## config.mk

```make
export PLATFORM = sky130hd
export DESIGN_NAME = oam_dma_flat
export DESIGN_NICKNAME = d
export VERILOG_FILES = /design/src/rtl/dmg_pkg.sv /design/src/rtl/oam_dma_if.sv /design/src/rtl/oam_dma.sv /design/src/flat_wrapper.sv
export SDC_FILE = /design/constraint.sdc
export NUM_CORES = 1
export LEC_CHECK = 0
export CORE_ASPECT_RATIO = 0.9
export CORE_UTILIZATION = 45
export CTS_BUF_LIST = sky130_fd_sc_hd__clkbuf_16
export CTS_CLUSTER_DIAMETER = 100
export DETAILED_ROUTE_END_ITERATION = 16
export HOLD_SLACK_MARGIN = 0.06
export PLACE_DENSITY = 0.81
export SLEW_MARGIN = 30
export SYNTH_ARGS = -nofsm -noshare
export SYNTH_HDL_FRONTEND = slang
export SYNTH_SLANG_ARGS = --single-unit
```

## constraint.sdc

```tcl
create_clock -name clk -period 2.6 [get_ports clk]
set_input_delay 0.52 -clock clk [delete_from_list [all_inputs] [get_ports clk]]
set_output_delay 0.52 -clock clk [all_outputs]
set_load 0.05 [all_outputs]
```

## src/rtl/dmg_pkg.sv

```systemverilog
//------------------------------------------------------------------------------
// dmg_pkg
// Shared types and constants for the DMG system bus: DMA FSM states, the
// DMA trigger register address, OAM size and the address-region decode used
// by both the OAM DMA block and the top-level memory decode.
//------------------------------------------------------------------------------
`default_nettype none

package dmg_pkg;

   // OAM DMA controller states
   typedef enum logic [1:0] {
      DMA_IDLE  = 2'd0,
      DMA_START = 2'd1,
      DMA_XFER  = 2'd2
   } dma_state_t;

   localparam logic [15:0] ADDR_DMA = 16'hFF46;
   localparam int          OAM_LEN  = 160;

   // System address regions, in the order the top-level decode checks them
   typedef enum logic [2:0] {
      RGN_ROM      = 3'd0,   // 0000-7FFF cartridge ROM / boot ROM
      RGN_VRAM     = 3'd1,   // 8000-9FFF
      RGN_CART_RAM = 3'd2,   // A000-BFFF
      RGN_WRAM     = 3'd3,   // C000-DFFF
      RGN_ECHO     = 3'd4,   // E000-FDFF mirror of WRAM
      RGN_OAM      = 3'd5,   // FE00-FE9F (and the unusable hole up to FEFF)
      RGN_IO       = 3'd6,   // FF00-FF7F, FFFF
      RGN_HRAM     = 3'd7    // FF80-FFFE
   } addr_region_t;

   // Classify a CPU/bus address into its memory region
   function automatic addr_region_t decode_region(input logic [15:0] addr);
      addr_region_t rgn;
      if (addr[15] == 1'b0)               rgn = RGN_ROM;
      else if (addr[15:13] == 3'b100)     rgn = RGN_VRAM;
      else if (addr[15:13] == 3'b101)     rgn = RGN_CART_RAM;
      else if (addr[15:13] == 3'b110)     rgn = RGN_WRAM;
      else if (addr[15:8] < 8'hFE)        rgn = RGN_ECHO;
      else if (addr[15:8] == 8'hFE)       rgn = RGN_OAM;
      else if (addr == 16'hFFFF)          rgn = RGN_IO;
      else if (addr[7] == 1'b1)           rgn = RGN_HRAM;
      else                                rgn = RGN_IO;
      return rgn;
   endfunction

   // DMA source pages E0..FF alias back onto WRAM (C0..DF)
   function automatic logic [7:0] fold_src_hi(input logic [7:0] src_hi);
      return (src_hi >= 8'hE0) ? (src_hi & 8'hDF) : src_hi;
   endfunction

endpackage

`default_nettype wire

```

## src/rtl/oam_dma_if.sv

```systemverilog
//------------------------------------------------------------------------------
// oam_dma_if
// CPU port, system bus port and OAM write port of the OAM DMA controller.
// master: the DMA/arbiter side. slave: CPU, memory decode and PPU side.
//------------------------------------------------------------------------------
`default_nettype none

interface oam_dma_if;

   // CPU side
   logic [15:0] cpu_addr;
   logic [7:0]  cpu_d_out;
   logic        cpu_write;
   logic [7:0]  cpu_d_in;

   // System bus side
   logic [15:0] bus_addr;
   logic        bus_write;
   logic [7:0]  bus_d_wr;
   logic [7:0]  bus_d_rd;

   // PPU OAM write port and status
   logic [7:0]  oam_addr;
   logic [7:0]  oam_d_wr;
   logic        oam_write;
   logic        dma_active;

   modport master (
      input  cpu_addr, cpu_d_out, cpu_write, bus_d_rd,
      output cpu_d_in, bus_addr, bus_write, bus_d_wr,
      output oam_addr, oam_d_wr, oam_write, dma_active
   );

   modport slave (
      output cpu_addr, cpu_d_out, cpu_write, bus_d_rd,
      input  cpu_d_in, bus_addr, bus_write, bus_d_wr,
      input  oam_addr, oam_d_wr, oam_write, dma_active
   );

endinterface

`default_nettype wire

```

## src/rtl/oam_dma.sv

```systemverilog
//------------------------------------------------------------------------------
// oam_dma
// OAM DMA controller and CPU/system-bus arbiter. A CPU write to the DMA
// register copies LEN bytes from page {src_hi,00} into OAM, one byte per
// M-cycle, while the CPU is cut off from the bus.
// Revision: 1.0
//------------------------------------------------------------------------------
`default_nettype none

module oam_dma
   import dmg_pkg::*;
#(
   parameter int          LEN         = OAM_LEN,
   parameter int          START_DELAY = 1,
   parameter logic [15:0] DMA_REG     = ADDR_DMA
) (
   input  wire logic  clk,
   input  wire logic  rst,       // asynchronous, active low
   input  wire logic  ce,        // M-cycle enable
   oam_dma_if.master  bus
);

   localparam logic [7:0] LAST_IDX   = 8'(LEN - 1);
   localparam logic [7:0] DELAY_INIT = 8'(START_DELAY);

   dma_state_t  state_q, state_d;
   logic [7:0]  src_hi_q, src_hi_d;
   logic [7:0]  idx_q, idx_d;
   logic [7:0]  delay_q, delay_d;
   logic        oam_write_q, oam_write_d;
   logic [7:0]  oam_addr_q, oam_addr_d;
   logic [7:0]  oam_d_wr_q, oam_d_wr_d;
   logic        dma_active_q, dma_active_d;

   logic        reg_hit;
   logic        trigger;
   logic [7:0]  eff_hi;

   logic [15:0] bus_addr_c;
   logic        bus_write_c;
   logic [7:0]  bus_d_wr_c;
   logic [7:0]  cpu_d_in_c;

   assign reg_hit = (bus.cpu_addr == DMA_REG);
   assign trigger = ce & bus.cpu_write & reg_hit;
   assign eff_hi  = fold_src_hi(src_hi_q);

   // Next-state logic: FSM stepping, byte copy and (re)trigger on each M-cycle
   always_comb begin
      state_d      = state_q;
      src_hi_d     = src_hi_q;
      idx_d        = idx_q;
      delay_d      = delay_q;
      oam_write_d  = 1'b0;
      oam_addr_d   = oam_addr_q;
      oam_d_wr_d   = oam_d_wr_q;
      dma_active_d = dma_active_q;

      if (ce) begin
         case (state_q)
            DMA_START: begin
               if (delay_q <= 8'd1) begin
                  state_d = DMA_XFER;
                  idx_d   = 8'd0;
                  delay_d = 8'd0;
               end else begin
                  delay_d = delay_q - 8'd1;
               end
            end
            DMA_XFER: begin
               oam_write_d = 1'b1;
               oam_addr_d  = idx_q;
               oam_d_wr_d  = bus.bus_d_rd;
               if (idx_q == LAST_IDX) begin
                  state_d      = DMA_IDLE;
                  idx_d        = 8'd0;
                  dma_active_d = 1'b0;
               end else begin
                  idx_d = idx_q + 8'd1;
               end
            end
            default: ;
         endcase

         // A register write (re)starts the copy; a byte in flight on this
         // same M-cycle still lands using the old source page.
         if (trigger) begin
            src_hi_d     = bus.cpu_d_out;
            idx_d        = 8'd0;
            dma_active_d = 1'b1;
            if (START_DELAY == 0) begin
               state_d = DMA_XFER;
               delay_d = 8'd0;
            end else begin
               state_d = DMA_START;
               delay_d = DELAY_INIT;
            end
         end
      end
   end

   // State and output registers with asynchronous active-low reset
   always_ff @(posedge clk or negedge rst) begin
      if (!rst) begin
         state_q      <= DMA_IDLE;
         src_hi_q     <= 8'h00;
         idx_q        <= 8'd0;
         delay_q      <= 8'd0;
         oam_write_q  <= 1'b0;
         oam_addr_q   <= 8'd0;
         oam_d_wr_q   <= 8'd0;
         dma_active_q <= 1'b0;
      end else begin
         state_q      <= state_d;
         src_hi_q     <= src_hi_d;
         idx_q        <= idx_d;
         delay_q      <= delay_d;
         oam_write_q  <= oam_write_d;
         oam_addr_q   <= oam_addr_d;
         oam_d_wr_q   <= oam_d_wr_d;
         dma_active_q <= dma_active_d;
      end
   end

   // Bus arbitration: CPU passes through when idle, DMA owns the bus otherwise;
   // the DMA register is always served locally and never reaches the bus.
   always_comb begin
      bus_addr_c  = bus.cpu_addr;
      bus_write_c = bus.cpu_write;
      bus_d_wr_c  = bus.cpu_d_out;
      cpu_d_in_c  = bus.bus_d_rd;

      if (state_q != DMA_IDLE) begin
         bus_addr_c  = {eff_hi, idx_q};
         bus_write_c = 1'b0;
         bus_d_wr_c  = 8'h00;
         cpu_d_in_c  = 8'hFF;
      end

      if (reg_hit) begin
         bus_write_c = 1'b0;
         cpu_d_in_c  = src_hi_q;
      end
   end

   assign bus.bus_addr   = bus_addr_c;
   assign bus.bus_write  = bus_write_c;
   assign bus.bus_d_wr   = bus_d_wr_c;
   assign bus.cpu_d_in   = cpu_d_in_c;
   assign bus.oam_write  = oam_write_q;
   assign bus.oam_addr   = oam_addr_q;
   assign bus.oam_d_wr   = oam_d_wr_q;
   assign bus.dma_active = dma_active_q;

endmodule

`default_nettype wire
```

## src/flat_wrapper.sv

```systemverilog
// flat-port wrapper written by rule: the top's interface ports become plain ports
module oam_dma_flat import dmg_pkg::*;
#(
   parameter int          LEN         = OAM_LEN,
   parameter int          START_DELAY = 1,
   parameter logic [15:0] DMA_REG     = ADDR_DMA
)
  (clk, rst, ce, bus_cpu_addr, bus_cpu_d_out, bus_cpu_write, bus_bus_d_rd, bus_cpu_d_in, bus_bus_addr, bus_bus_write, bus_bus_d_wr, bus_oam_addr, bus_oam_d_wr, bus_oam_write, bus_dma_active);
  oam_dma_if bus_i ();
  input  wire logic clk;
  input  wire logic rst;
  input  wire logic ce;
  input wire logic [$bits(bus_i.cpu_addr)-1:0] bus_cpu_addr;
  input wire logic [$bits(bus_i.cpu_d_out)-1:0] bus_cpu_d_out;
  input wire logic [$bits(bus_i.cpu_write)-1:0] bus_cpu_write;
  input wire logic [$bits(bus_i.bus_d_rd)-1:0] bus_bus_d_rd;
  output wire logic [$bits(bus_i.cpu_d_in)-1:0] bus_cpu_d_in;
  output wire logic [$bits(bus_i.bus_addr)-1:0] bus_bus_addr;
  output wire logic [$bits(bus_i.bus_write)-1:0] bus_bus_write;
  output wire logic [$bits(bus_i.bus_d_wr)-1:0] bus_bus_d_wr;
  output wire logic [$bits(bus_i.oam_addr)-1:0] bus_oam_addr;
  output wire logic [$bits(bus_i.oam_d_wr)-1:0] bus_oam_d_wr;
  output wire logic [$bits(bus_i.oam_write)-1:0] bus_oam_write;
  output wire logic [$bits(bus_i.dma_active)-1:0] bus_dma_active;
  assign bus_i.cpu_addr = bus_cpu_addr;
  assign bus_i.cpu_d_out = bus_cpu_d_out;
  assign bus_i.cpu_write = bus_cpu_write;
  assign bus_i.bus_d_rd = bus_bus_d_rd;
  assign bus_cpu_d_in = bus_i.cpu_d_in;
  assign bus_bus_addr = bus_i.bus_addr;
  assign bus_bus_write = bus_i.bus_write;
  assign bus_bus_d_wr = bus_i.bus_d_wr;
  assign bus_oam_addr = bus_i.oam_addr;
  assign bus_oam_d_wr = bus_i.oam_d_wr;
  assign bus_oam_write = bus_i.oam_write;
  assign bus_dma_active = bus_i.dma_active;
  oam_dma #(.LEN(LEN), .START_DELAY(START_DELAY), .DMA_REG(DMA_REG)) u_core (.clk(clk), .rst(rst), .ce(ce), .bus(bus_i));
endmodule
```

==> results by group <==
GRT
  • Global-route wire length before repair: roughly 12000 µm
  • Largest net degree at the start of global routing: 34
  • Number of global-route vias before repair: ~2.3k
  • Total global-route track usage: 27.2%
  • Initial antenna violation count: 0
  • GRT overflow: 0

Critical path
  • Startpoint Class: input port
  • WP buf/inv: 3
  • Register-to-Register Setup Slack: 0.42 ns
  • CP Data Arrival Time: 2.02 ns
  • Top delay family on crit path: simple AND/OR/NAND/NOR gates
  • CP required: 2.08 ns
  • Crit Path Max Fanout: 5
  • Crit path cell chain: buf_6 -> or4b_4 -> nor4_4 -> buf_4 -> nor3_2 -> a21oi_2 -> buf_12
  • CP Capture Type: primary output
  • Crit path kind: input port to primary output
  • Worst R2R End: u_core.idx_q[2]$_DFFE_PN0P_
  • Stages on worst setup path: 7
  • CP max stage delay: 0.55 ns
  • Slowest CP cell: or4b_4
  • Worst reg-to-reg path cell count: 6
  • Worst r2r src: u_core.delay_q[1]$_DFFE_PN0P_

Die
  • Rows: 24
  • I/O pins: 87
  • Core area: 4980 µm²
  • Initial Util: 48.0%
  • Die area: approximately 5600 µm²
  • Die height: 71.2 µm
  • Die Wd: 78.9 µm

Clock network
  • H-tree depth: 2
  • Bufs on Longest Clock Path: 2
  • Reg clk slew, reported paths: 0.06 ns
  • CTS Buf Count: 5
  • Worst-Skew Late Latency: 0.29 ns
  • Root buffer cell: clkbuf_16
  • CTS tree: yes
  • CTS sink cnt: between 40 and 50

Drt
  • Routed len/inst: 17.1 µm
  • DRC: 0
  • Pre-Repair DR Iteration Count: 4
  • Total number of vias: 2340
  • Routed WL: ~7300 µm
  • Routed Antenna Nets: 0
  • Initial DRC count: 185
  • Vias per cell: between 5 and 6

Timing
  • Final setup viols: 0
  • Final Hold Violating Endpoints: 0
  • Fmax: 394 MHz
  • Max-slew violations: 0
  • Slew @ Worst Pin: 0.889 ns
  • Fin Setup TNS: 0 ns
  • Clock Skews: 0.00656 ns
  • Final period util: a little over nine tenths
  • RSZ-0062 raised after global routing: yes
  • Fin crit period: approximately 2.5 ns
  • Max transition margin: 40.7%

Logic synthesis
  • Mapped Area: 2390 µm²
  • Area contributors post-synth: dfrtp_1 46%, nand2_1 8.0%, mux2_2 7.5%, a21oi_1 4.4%, nor3_1 3.8%
  • Asr flop ratio synth: 100%
  • Simple-gate share of the synthesized area: 25.4%
  • Most common cell in the netlist: nand2_1
  • Post-synth top cells: 51 x nand2_1, 44 x dfrtp_1, 21 x a21oi_1, 18 x nor3_1, 18 x o21ai_0
  • Yosys cell types: 40
  • Synthesis warning total: 0
  • Synth top area share: a little under half
  • Post-Synth Adder-Cell Area: 1.57%
  • Syn nets: slightly above 300
  • Dominant cell type by area after synthesis: dfrtp_1
  • Seq cells post-synth: 44
  • Post-synthesis compound-gate area fraction: 13.7%
  • Post-Syn Instances: 268
  • Post-synth top flop: dfrtp_1
  • EDFF count, synth: 0
  • Post-synthesis xor/xnor area fraction: 0%
  • Seq/Total Area, Yosys: 46.0%
  • Syn Area/Cell: 8.93 µm²
  • Post-synthesis mux area share: slightly below 8%
  • Main combinational cell family by area after synthesis: simple AND/OR/NAND/NOR gates

Worst hold path
  • Hold Crit Class: input port to asynchronous set/reset pin

Power
  • Worst vdd ir: 692 µV
  • Clock power share: 24.6%
  • P_sw: 0.960 mW
  • Power, Total: approximately 2.5 mW
  • Combinational power share: 39.9%
  • Int Pwr: 1.56 mW
  • PwrDens: roughly 650 nW/µm²
  • Leakage: 1.72 nW
  • Seq pwr share: 35.5%
  • Sw Ratio: 38.1%

Layout
  • Antenna Cells: 0
  • Nets: 401
  • Share of post-route cells with drive strength above 1: 26.7%
  • Final Util: 77.9%
  • FILL cells: 345
  • Layout area overhead: 62.2%
  • Register area: roughly 1100 µm²
  • Multi-input combinational cell area: roughly 1200 µm²
  • Post-Layout Cell Count: 428

Flow run
  • Max Cap Viol: 0

Placement
  • Placer Congestion: 0.880
  • IO Port Bufs: 86
  • Dpl cells: 417
  • DP Wirelength: 5340 µm

Run status
  • Outcome: finished, final reports clean
registers in the layout, summed over array words and instances, names as in the netlist:
register,count
u_core.bus.dma_active,1
u_core.bus.oam_addr,8
u_core.bus.oam_d_wr,8
u_core.bus.oam_write,1
u_core.delay_q,8
u_core.idx_q,8
u_core.src_hi_q,8
u_core.state_q,2
placed cells by master (no fill, tap or decap), drive strengths merged, types with 2 or more instances in the layout:
cell	n
nor2	13
nand2b	2
a31oi	2
and3	5
nand3b	2
and2	9
nor3b	2
dlygate4sd2	11
dfrtp	44
nand3	4
or4	3
o21ai	23
nand4b	2
clkdlybuf4s50	36
clkbuf	7
nor3	18
a21oi	21
ha	3
nand2	51
buf	52
inv	14
nand4	4
nor2b	2
mux2	16
worst max-delay path by stage:
stage / slack, ns / end / from
after floorplan: -0.24 / bus_cpu_d_in[5] / bus_cpu_addr[5]
final: 0.06 / bus_cpu_d_in[5] / bus_cpu_addr[3]
after global routing: -0.01 / bus_cpu_d_in[6] / bus_cpu_addr[3]
after detailed placement: -0.35 / bus_cpu_d_in[2] / bus_cpu_addr[5]
after CTS: 0.006 / bus_cpu_d_in[6] / bus_cpu_addr[14]
after global placement: -0.30 / bus_cpu_d_in[5] / bus_cpu_addr[5]
kinds of logic (layout without fill, tap and decap cells):
logic type | count (synthesis) | count (layout)
multiplexers | 17 | 17
buffers and inverters | 28 | 123
adder cells (fa/ha/maj) | 3 | 3
AO/OA/AOI/OAI | 55 | 55
flip-flops | 44 | 44
AND/OR/NAND/NOR | 121 | 121
metrics by stage:
step           instance area, µm²  worst slack [ns]  hold slack, ns
6_report                     3880            0.0611           0.134
5_1_grt                      3880           -0.0131           0.161
4_1_cts                      3880           0.00641           0.141
3_3_place_gp                 3700            -0.305           0.450
2_1_floorplan                2420            -0.238           0.224
3_5_place_dp                 3700            -0.355           0.446
routing by layer:
metal	part of all wire (%)	vias to the layer above	GRT usage (%)
met1	40	1106	33.7
met4	2.6	0	10.1
met2	52	93	46.9
met5	0	-	0
met3	5.7	17	5.55
li1	-	1124	-
what timing repair did:
action / in CTS / in global routing
pin swaps: 5 / 0
resized for setup: 31 / 6
cloned: 1 / 0
endpoints found under the setup margin: 9 / 8
hold buffers: 0 / 0
setup buffers: 2 / 0
cell type report:
cell class / count / share of cell area [%]
inverters: 13 / 1.26
well taps: 65 / 2.09
multi-input cells: 196 / 31.4
flip-flops and latches: 44 / 28.4
clock inverters: 3 / 0.516
repair buffers: 102 / 33.1
clock buffers: 5 / 3.22
power by group through the flow:
stage	combinational, mW	clock [mW]	sequential [mW]
2_1_floorplan	0.379	0	1.06
3_3_place_gp	0.994	0	0.894
3_5_place_dp	1.01	0	0.902
4_1_cts	1.01	0.623	0.890
5_1_grt	1.05	0.655	0.905
6_report	1.00	0.619	0.895
No activity file was read; power rests on OpenSTA's default activity.
